**src/rtl/best_move_scan.sv**
```systemverilog
// ============================================================================
//  Module      : best_move_scan
//  Description : Sequences an external evaluator over a list of moves and
//                keeps the best (max or min) signed evaluation.
//  Revision    : 1.0 - initial release
// ============================================================================
`default_nettype none

module best_move_scan #(
    parameter int EVAL_WIDTH  = 24,
    parameter int INDEX_WIDTH = 8,
    parameter int TIMEOUT     = 255
) (
    input  logic                          clk,
    input  logic                          reset,
    input  logic                          start,
    input  logic                          abort,
    input  logic [INDEX_WIDTH-1:0]        move_count,
    input  logic                          maximize,
    output logic [INDEX_WIDTH-1:0]        move_index,
    output logic                          clear_eval,
    input  logic                          eval_valid,
    input  logic signed [EVAL_WIDTH-1:0]  eval,
    output logic                          busy,
    output logic                          done,
    output logic [INDEX_WIDTH-1:0]        best_index,
    output logic signed [EVAL_WIDTH-1:0]  best_eval,
    output logic                          timeout_err
);

    localparam logic [1:0] c_idle  = 2'd0;
    localparam logic [1:0] c_clear = 2'd1;
    localparam logic [1:0] c_wait  = 2'd2;
    localparam logic [1:0] c_done  = 2'd3;

    localparam logic signed [EVAL_WIDTH-1:0] c_eval_min = {1'b1, {(EVAL_WIDTH-1){1'b0}}};
    localparam logic signed [EVAL_WIDTH-1:0] c_eval_max = {1'b0, {(EVAL_WIDTH-1){1'b1}}};
    localparam logic [15:0]                  c_timeout  = 16'(TIMEOUT);

    logic [1:0]                    r_state;
    logic [INDEX_WIDTH-1:0]        r_idx;
    logic [INDEX_WIDTH-1:0]        r_count;
    logic                          r_max;
    logic [15:0]                   r_wait_cnt;
    logic                          r_clear;
    logic                          r_busy;
    logic                          r_done;
    logic [INDEX_WIDTH-1:0]        r_best_idx;
    logic signed [EVAL_WIDTH-1:0]  r_best_eval;
    logic                          r_timeout;

    logic w_better;
    logic w_last;
    logic w_expire;

    // Move 0 always wins so the seed never survives a completed scan.
    assign w_better = (r_idx == '0) ||
                      (r_max ? (eval > r_best_eval) : (eval < r_best_eval));
    assign w_last   = (r_idx == r_count - INDEX_WIDTH'(1));
    assign w_expire = ((r_wait_cnt + 16'd1) == c_timeout);

    always_ff @(posedge clk) begin
        if (reset) begin
            r_state     <= c_idle;
            r_idx       <= '0;
            r_count     <= '0;
            r_max       <= 1'b0;
            r_wait_cnt  <= '0;
            r_clear     <= 1'b0;
            r_busy      <= 1'b0;
            r_done      <= 1'b0;
            r_best_idx  <= '0;
            r_best_eval <= '0;
            r_timeout   <= 1'b0;
        end else if (abort && (r_state != c_idle)) begin
            r_state <= c_idle;
            r_clear <= 1'b0;
            r_busy  <= 1'b0;
            r_done  <= 1'b0;
        end else begin
            case (r_state)
                c_idle: begin
                    r_clear <= 1'b0;
                    r_done  <= 1'b0;
                    if (start) begin
                        r_idx       <= '0;
                        r_count     <= move_count;
                        r_max       <= maximize;
                        r_timeout   <= 1'b0;
                        r_best_idx  <= '0;
                        r_best_eval <= maximize ? c_eval_min : c_eval_max;
                        r_busy      <= 1'b1;
                        r_wait_cnt  <= '0;
                        if (move_count != '0) begin
                            r_state <= c_clear;
                            r_clear <= 1'b1;
                        end else begin
                            r_state <= c_done;
                            r_done  <= 1'b1;
                        end
                    end
                end
                c_clear: begin
                    r_clear <= 1'b0;
                    r_state <= c_wait;
                end
                c_wait: begin
                    if (eval_valid) begin
                        if (w_better) begin
                            r_best_idx  <= r_idx;
                            r_best_eval <= eval;
                        end
                        if (w_last) begin
                            r_state <= c_done;
                            r_done  <= 1'b1;
                        end else begin
                            r_idx      <= r_idx + INDEX_WIDTH'(1);
                            r_wait_cnt <= '0;
                            r_state    <= c_clear;
                            r_clear    <= 1'b1;
                        end
                    end else begin
                        r_wait_cnt <= r_wait_cnt + 16'd1;
                        if (w_expire) begin
                            r_timeout <= 1'b1;
                            r_state   <= c_done;
                            r_done    <= 1'b1;
                        end
                    end
                end
                default: begin
                    r_done  <= 1'b0;
                    r_busy  <= 1'b0;
                    r_state <= c_idle;
                end
            endcase
        end
    end

    assign move_index  = r_idx;
    assign clear_eval  = r_clear;
    assign busy        = r_busy;
    assign done        = r_done;
    assign best_index  = r_best_idx;
    assign best_eval   = r_best_eval;
    assign timeout_err = r_timeout;

endmodule

`default_nettype wire

```
**config.mk**
```make
export PLATFORM = sky130hd
export DESIGN_NAME = best_move_scan
export DESIGN_NICKNAME = d
export VERILOG_FILES = /design/src/rtl/best_move_scan.sv
export SDC_FILE = /design/constraint.sdc
export NUM_CORES = 1
export LEC_CHECK = 0
export ABC_CLOCK_PERIOD_IN_PS = 4000
export BUFFER_PORTS_ARGS = -buffer_cell sky130_fd_sc_hd__buf_4
export CORE_UTILIZATION = 40
export CTS_BUF_LIST = sky130_fd_sc_hd__clkbuf_4
export DETAILED_ROUTE_END_ITERATION = 16
export GPL_TIMING_DRIVEN = 0
export PLACE_DENSITY = 0.7
export REMOVE_ABC_BUFFERS = 1
export SYNTH_ARGS = -nofsm -noshare
export SYNTH_HDL_FRONTEND = slang
export SYNTH_SLANG_ARGS = --single-unit
export TNS_END_PERCENT = 50
```
**constraint.sdc**
```tcl
create_clock -name clk -period 4 [get_ports clk]
set_clock_uncertainty 0.2 [all_clocks]
set_input_delay 0.2 -clock clk [delete_from_list [all_inputs] [get_ports clk]]
set_output_delay 0.2 -clock clk [all_outputs]
set_load 0.1 [all_outputs]
```
==> impl_metrics.ini, run 1 <==
[sta]
setup_slack_ps = 490
rsz0062_at_grt = no
post-route-min-period_ps = 3510
max_slew_margin_pct = 39.7
final.setup.tns_ps = 0
setup_viol = 0
worstMarginPinSlew_ps = 905
finalCritPeriodShare_pct = 87.7
drv_slew = 0
hold_ws_ps = 101
hold_viol = 0
fmax_ghz = 0.285

[setup_path]
r2r_cells = 11
startpoint_type = input pin
worstReg2RegStart = best_eval[23]
required_ps = 4120
cp_data_arrival_time_ps = 3630
r2r-end = best_eval[8]
worstPathMaxFanout = 13
path_class = input pin to register
regToRegSetupSlack_ps = 500
cp-end-kind = register

[global_routing]
grtUsageTotal_pct = 21.3
grt_max_degree = 71
grtUsageMet1_pct = 27.0
antenna_found_initial = 0
use_met3_pct = 4.16
grt_overflow = 0
grt_pass1_wl_um = 20000
grt_pass1_vias = 4224
top_usage_layer = met2
grt_use_met2_pct = 35.3

[detailed_routing]
vias_per_cell = 5.77
vias = 4583
routed_wl_um = 12200
firstDrtPassIters = 5
wl_per_cell_um = 15.4
drtIter0Drc = 361
ant_nets = 0
drc_errors = 0

[power]
p_per_area_mw_per_mm2 = 576
p_leak_nw = 2.10
ir_worst_vdd_v = 0.000337

[yosys]
synth_cell_types = 60
synth_most_common_cell = dfxtp_1
synth_ff_type = dfxtp_1
netlist_instances = 557
yosys_warnings = 0
yosysTopAreaCellShare_pct = 31.4
synth_top_area_cell = dfxtp_1
netlist_area_sq_mm = 0.00452
synth_area_leaders = dfxtp_1 (31%), ha_1 (9.1%), a21oi_1 (7.0%)
synth-seq-cells = 71
synth_edf_count = 0
async_reset_ff_share_pct = 0
syn_area_per_cell_sq_um = 8.12
ys_seq_area_share_pct = 31.4
yosys-top-cells-count = dfxtp_1 (71), a21oi_1 (63), nand2_1 (53), inv_1 (37), clkbuf_1 (35)

[final_layout]
instances_no_fill = 794
area_growth_pct = 25.2
fin_area_sq_mm = 0.00566
drive_gt1_share_pct = 20.4
final_nets = 719
multi_input_area_sq_mm = 0.00280
seqCellArea_sq_mm = 0.00142
filler_cell_count = 1023

[floorplan]
die_h_um = 108
die-area_sq_mm = 0.0117
initial_utilization_pct = 41.4
io_pins = 82
rows = 38
die_w_um = 108
core_area_sq_mm = 0.0109

[clock_tree]
path_clk_slew_ps = 120
clock-sinks = 71
cts_tree = done
cts-root-buf = clkbuf_4
htreeDepth = 3
clk_path_buf_depth = 2
cts_made_buffers = 9
insertion_delay_ps = 460
post_cts_buffers = 0

[placed_design]
dp_cells = 742
dp_hpwl_um = 8190
placed_area_sq_mm = 0.00519
place_ws_ps = 48.6
port_buffers = 81
routabilityCongestion = 0.835

[flow_run]
cap_violations = 0

[run_status]
status = finished clean

[hold_path]
worstHoldStart = abort
holdPathStages = 3
min_path_type = input pin to register
whs_endpoint = busy
cell families after synthesis:
group,after synthesis,share of synthesized area [%]
AND/OR/NAND/NOR,186,20.5
AO/OA/AOI/OAI,165,27.1
buffers and inverters,78,6.97
flip-flops,71,31.4
adder cells (fa/ha/maj),33,9.13
XOR/XNOR,17,3.29
multiplexers,7,1.60
worst max path at each step:
stage	startpoint	endpoint	slack [ps]
CTS	eval[23]	best_eval[0]	30
floorplan	best_eval[11]	best_eval[0]	-80
global route	r_state[0]	best_eval[17]	210
global placement	r_state[0]	best_eval[6]	-630
finish	eval[11]	best_eval[8]	490
detailed placement	best_eval[23]	best_eval[8]	50
power breakdown:
part | switching, mW | total [mW] | internal, mW
clock network | 0.260 | 0.406 | 0.146
registers | 0.110 | 0.941 | 0.830
logic | 1.37 | 1.91 | 0.541
total | 1.74 | 3.26 | 1.52
metrics by stage:
step | util (%) | total power [mW]
after floorplan | - | 2.39
after global placement | 46.9 | 2.78
after detailed placement | 47.4 | 2.83
after CTS | 51.7 | 3.26
after global routing | 51.8 | 3.46
final | 51.8 | 3.26
layout make-up:
type / instances / area share, %
repair buffers: 121 / 17.9
diodes: 1 / 0.0442
clock inverters: 4 / 0.398
flip-flops and latches: 71 / 25.1
multi-input cells: 408 / 49.5
inverters: 37 / 2.45
clock buffers: 12 / 1.59
well taps: 140 / 3.09
what timing repair did:
action | CTS | global route
gates resized for setup | 0 | 4
endpoints found under the setup margin | 0 | 32
endpoints found under the hold margin | 35 | 0
hold buffers | 35 | 0
flip-flops by register name, summed over array words and instances (netlist names):
register / flops
done: 1
timeout_err: 1
r_state: 2
best_eval: 24
r_count: 8
r_max: 1
clear_eval: 1
busy: 1
best_index: 8
r_wait_cnt: 16
move_index: 8
placed cells by master (no fill, tap or decap), drive strengths merged, types with 4 or more instances in the layout:
cell type	n
buf	86
dlygate4sd3	35
nor3	34
nand3	17
nor2	30
o21bai	4
a311oi	13
a21o	4
mux2i	5
nand2	53
ha	33
or3	4
o21ai	18
nor2b	7
a21oi	63
nor4	6
a31o	4
xnor2	13
clkbuf	12
a31oi	8
xor2	4
a2111oi	26
dfxtp	71
inv	37
nand4	18
critical path: stages:
cell           delay, ps
dlygate4sd3_1        560
buf_4                150
ha_1                 320
a21oi_1              150
o21ai_0              110
a22o_1               250
a2111oi_2            580
o211ai_1             420
buf_6                270
buf_6                150
a2111oi_0            380
nor3_1                70
routing by layer:
layer	up-vias	share of wire, %
met3	34	5.3
met2	151	48
met4	0	2.8
li1	2239	-
met5	-	0
met1	2159	43
(Power assumes the default switching activity.)
==> inputs of run 2 (changes only) <==
--- a/config.mk
+++ b/config.mk
@@ -5,13 +5,14 @@
 export SDC_FILE = /design/constraint.sdc
 export NUM_CORES = 1
 export LEC_CHECK = 0
+export ABC_AREA = 1
 export ABC_CLOCK_PERIOD_IN_PS = 4000
 export BUFFER_PORTS_ARGS = -buffer_cell sky130_fd_sc_hd__buf_4
 export CORE_UTILIZATION = 40
 export CTS_BUF_LIST = sky130_fd_sc_hd__clkbuf_4
 export DETAILED_ROUTE_END_ITERATION = 16
-export GPL_TIMING_DRIVEN = 0
-export PLACE_DENSITY = 0.7
+export GPL_TIMING_DRIVEN = 1
+export PLACE_DENSITY = 0.69
 export REMOVE_ABC_BUFFERS = 1
 export SYNTH_ARGS = -nofsm -noshare
 export SYNTH_HDL_FRONTEND = slang
==> run 2 against run 1 <==
Net effect: clock power up 13%; utilization decreased by 0.22 points; routed wire length fell by 2.9%; critical path type is now register to register; largest cell class unchanged; largest power group unchanged.
==> impl_metrics.ini, run 2 <==
[final_layout]
drive_gt1_share_pct = 17.2
fin_area_sq_mm = 0.00591
antenna_cells = 0
final_nets = 890
final_cell_mix = nand2_1 (148), nor2_1 (96), a21oi_1 (91)
instances_no_fill = 967
largest_reg_flops = 24
filler_cell_count = 1143
area_growth_pct = 24.7
final_common_cell = nand2_1

[global_routing]
grt_max_degree = 62
antenna_found_initial = 0
grtUsageTotal_pct = 20.1
grt_pass1_vias = 4447
grt_overflow = 0
grt_pass1_wl_um = 20500

[sta]
finalCritPeriodShare_pct = 75.0
drv_slew = 0
post-route-min-period_ps = 3000
setup_viol = 0
max_slew_margin_pct = 51.5
fmax_ghz = 0.333
rsz0062_at_grt = no
final.setup.tns_ps = 0
hold_viol = 0
worstMarginPinSlew_ps = 728

[run_status]
status = finished clean

[setup_path]
required_ps = 4130
startpoint_type = register
path_class = register to register
path_cells = inv_2 -> ha_1 -> xnor2_1 -> inv_1 -> nand2_1 -> nand4_1 -> nor2_1 -> nand3_1 -> nand2_2 -> inv_2 -> nand3_1 -> a21oi_2 -> dlygate4sd3_1
cp_data_arrival_time_ps = 3130
cp_slowest_cell = dlygate4sd3_1
cpPeakStageDelay_ps = 550
worstPathMaxFanout = 23
cp-end-kind = register
cp_num_buf_inv = 4
cp_top_family = simple AND/OR/NAND/NOR gates

[detailed_routing]
ant_nets = 0
vias_per_cell = 4.95
routed_wl_um = 11800
drtIter0Drc = 243
vias = 4783
firstDrtPassIters = 4
drc_errors = 0
wl_per_cell_um = 12.2

[floorplan]
core_area_sq_mm = 0.0115
die_w_um = 111
die_h_um = 111
io_pins = 82
initial_utilization_pct = 41.3
die-area_sq_mm = 0.0123
rows = 39

[placed_design]
placed_area_sq_mm = 0.00540
dp_cells = 913
port_buffers = 81
routabilityCongestion = 0.854
dp_hpwl_um = 8070

[flow_run]
cap_violations = 0

[yosys]
synth_ff_type = dfxtp_1
ys_seq_area_share_pct = 30.0
netlist_instances = 713
syn_area_per_cell_sq_um = 6.65
async_reset_ff_share_pct = 0
yosysTopAreaCellShare_pct = 30.0
synth-seq-cells = 71
synth_top_area_cell = dfxtp_1
synth_cell_types = 39
yosys-top-cells-count = nand2_1 (148), nor2_1 (96), a21oi_1 (91), inv_1 (76), dfxtp_1 (71)
netlist_area_sq_mm = 0.00474
yosys_warnings = 0
synth_area_leaders = dfxtp_1 (30%), nand2_1 (12%), a21oi_1 (9.6%)
synth_edf_count = 0
synth_most_common_cell = nand2_1

[clock_tree]
cts_tree = done
cts-root-buf = clkbuf_4
htreeDepth = 3
path_clk_slew_ps = 130
insertion_delay_ps = 430
clk_path_buf_depth = 2
cts_made_buffers = 9
clock-sinks = 71

[hold_path]
min_path_type = register to register

[power]
p_per_area_mw_per_mm2 = 900
p_leak_nw = 2.67
ir_worst_vdd_v = 0.000763
-- run 2: cell types whose count changed after synthesis, moves of 9 or more --
cell       change
o21ai_0       +12
nor3_1        -24
a21oi_1       +28
inv_1         +39
nand3_1       +28
nor2_1        +66
nand2_1       +95
nand3_2       +16
clkbuf_1      -22
a2111oi_0     -23
nand4_1        -9
-- run 2: worst reg2reg max path, stage by stage, from the launching register on --
cell and delay, ps:
dfxtp_1 370, inv_2 80, ha_1 250, xnor2_1 180
inv_1 60, nand2_1 50, nand4_1 80, nor2_1 260
nand3_1 140, nand2_2 340, inv_2 170, nand3_1 120
a21oi_2 50, dlygate4sd3_1 550
-- run 2: through the flow --
stage	utilization [%]	hold WS (ps)	power, mW	setup slack (ps)
6_report	51.6	274	5.32	999
5_1_grt	51.6	304	5.76	661
4_1_cts	51.6	280	5.34	1030
3_5_place_dp	47.1	260	4.84	1090
3_3_place_gp	47.1	262	4.82	1140
2_1_floorplan	-	62.4	4.12	122
-- run 2: kinds of logic (layout without fill, tap and decap cells) --
group	count (synthesis)	in the layout	share of synthesized area [%]
AOI/OAI and AO/OA	137	137	15.2
xor gates and xnor gates	17	17	3.14
adders and majority gates	33	33	8.71
buffers and inverters	112	223	10.1
DFF	71	71	30.0
and+or+nand+nor	343	343	32.8
-- run 2: per-layer routing --
layer  wire (um)  global-route usage (%)
met5           0                       0
met4         178                    6.13
met3         551                    3.66
met2        5350                    33.8
met1        5760                    26.1
-- run 2: final timing paths --
| check | from | to | slack [ps] | depth (start not counted) |
|---|---|---|---|---|
| worst max-delay path | r_count[0] | r_wait_cnt[3] | 1000 | 13 |
| worst min-delay path | clear_eval | clear_eval | 270 | 2 |
| worst max register to register | r_count[0] | r_wait_cnt[3] | 1000 | 13 |
| worst min register to register | clear_eval | clear_eval | 270 | 2 |
-- run 2: cell type report --
type | instances | area [sq um] | area share, %
multi-input combinational | 530 | 2840 | 48.1
clock inverter | 7 | 63.8 | 1.08
inverter | 83 | 312 | 5.27
sequential | 71 | 1420 | 24.0
clock buffer | 9 | 67.6 | 1.14
tap | 143 | 179 | 3.03
timing repair buffer | 124 | 1030 | 17.4
-- run 2: report_power, final --
part	leakage, nW	internal, mW	switching, mW
Combinational	2.02	0.987	2.66
Clock	0.0708	0.185	0.272
Sequential	0.585	0.994	0.227
-- run 2: what timing repair did --
item / CTS / global route
resized for setup: 0 / 0
setup endpoints to repair: 0 / 0
setup buffers: 0 / 0
hold endpoints to repair: 49 / 0
hold buffers: 38 / 0
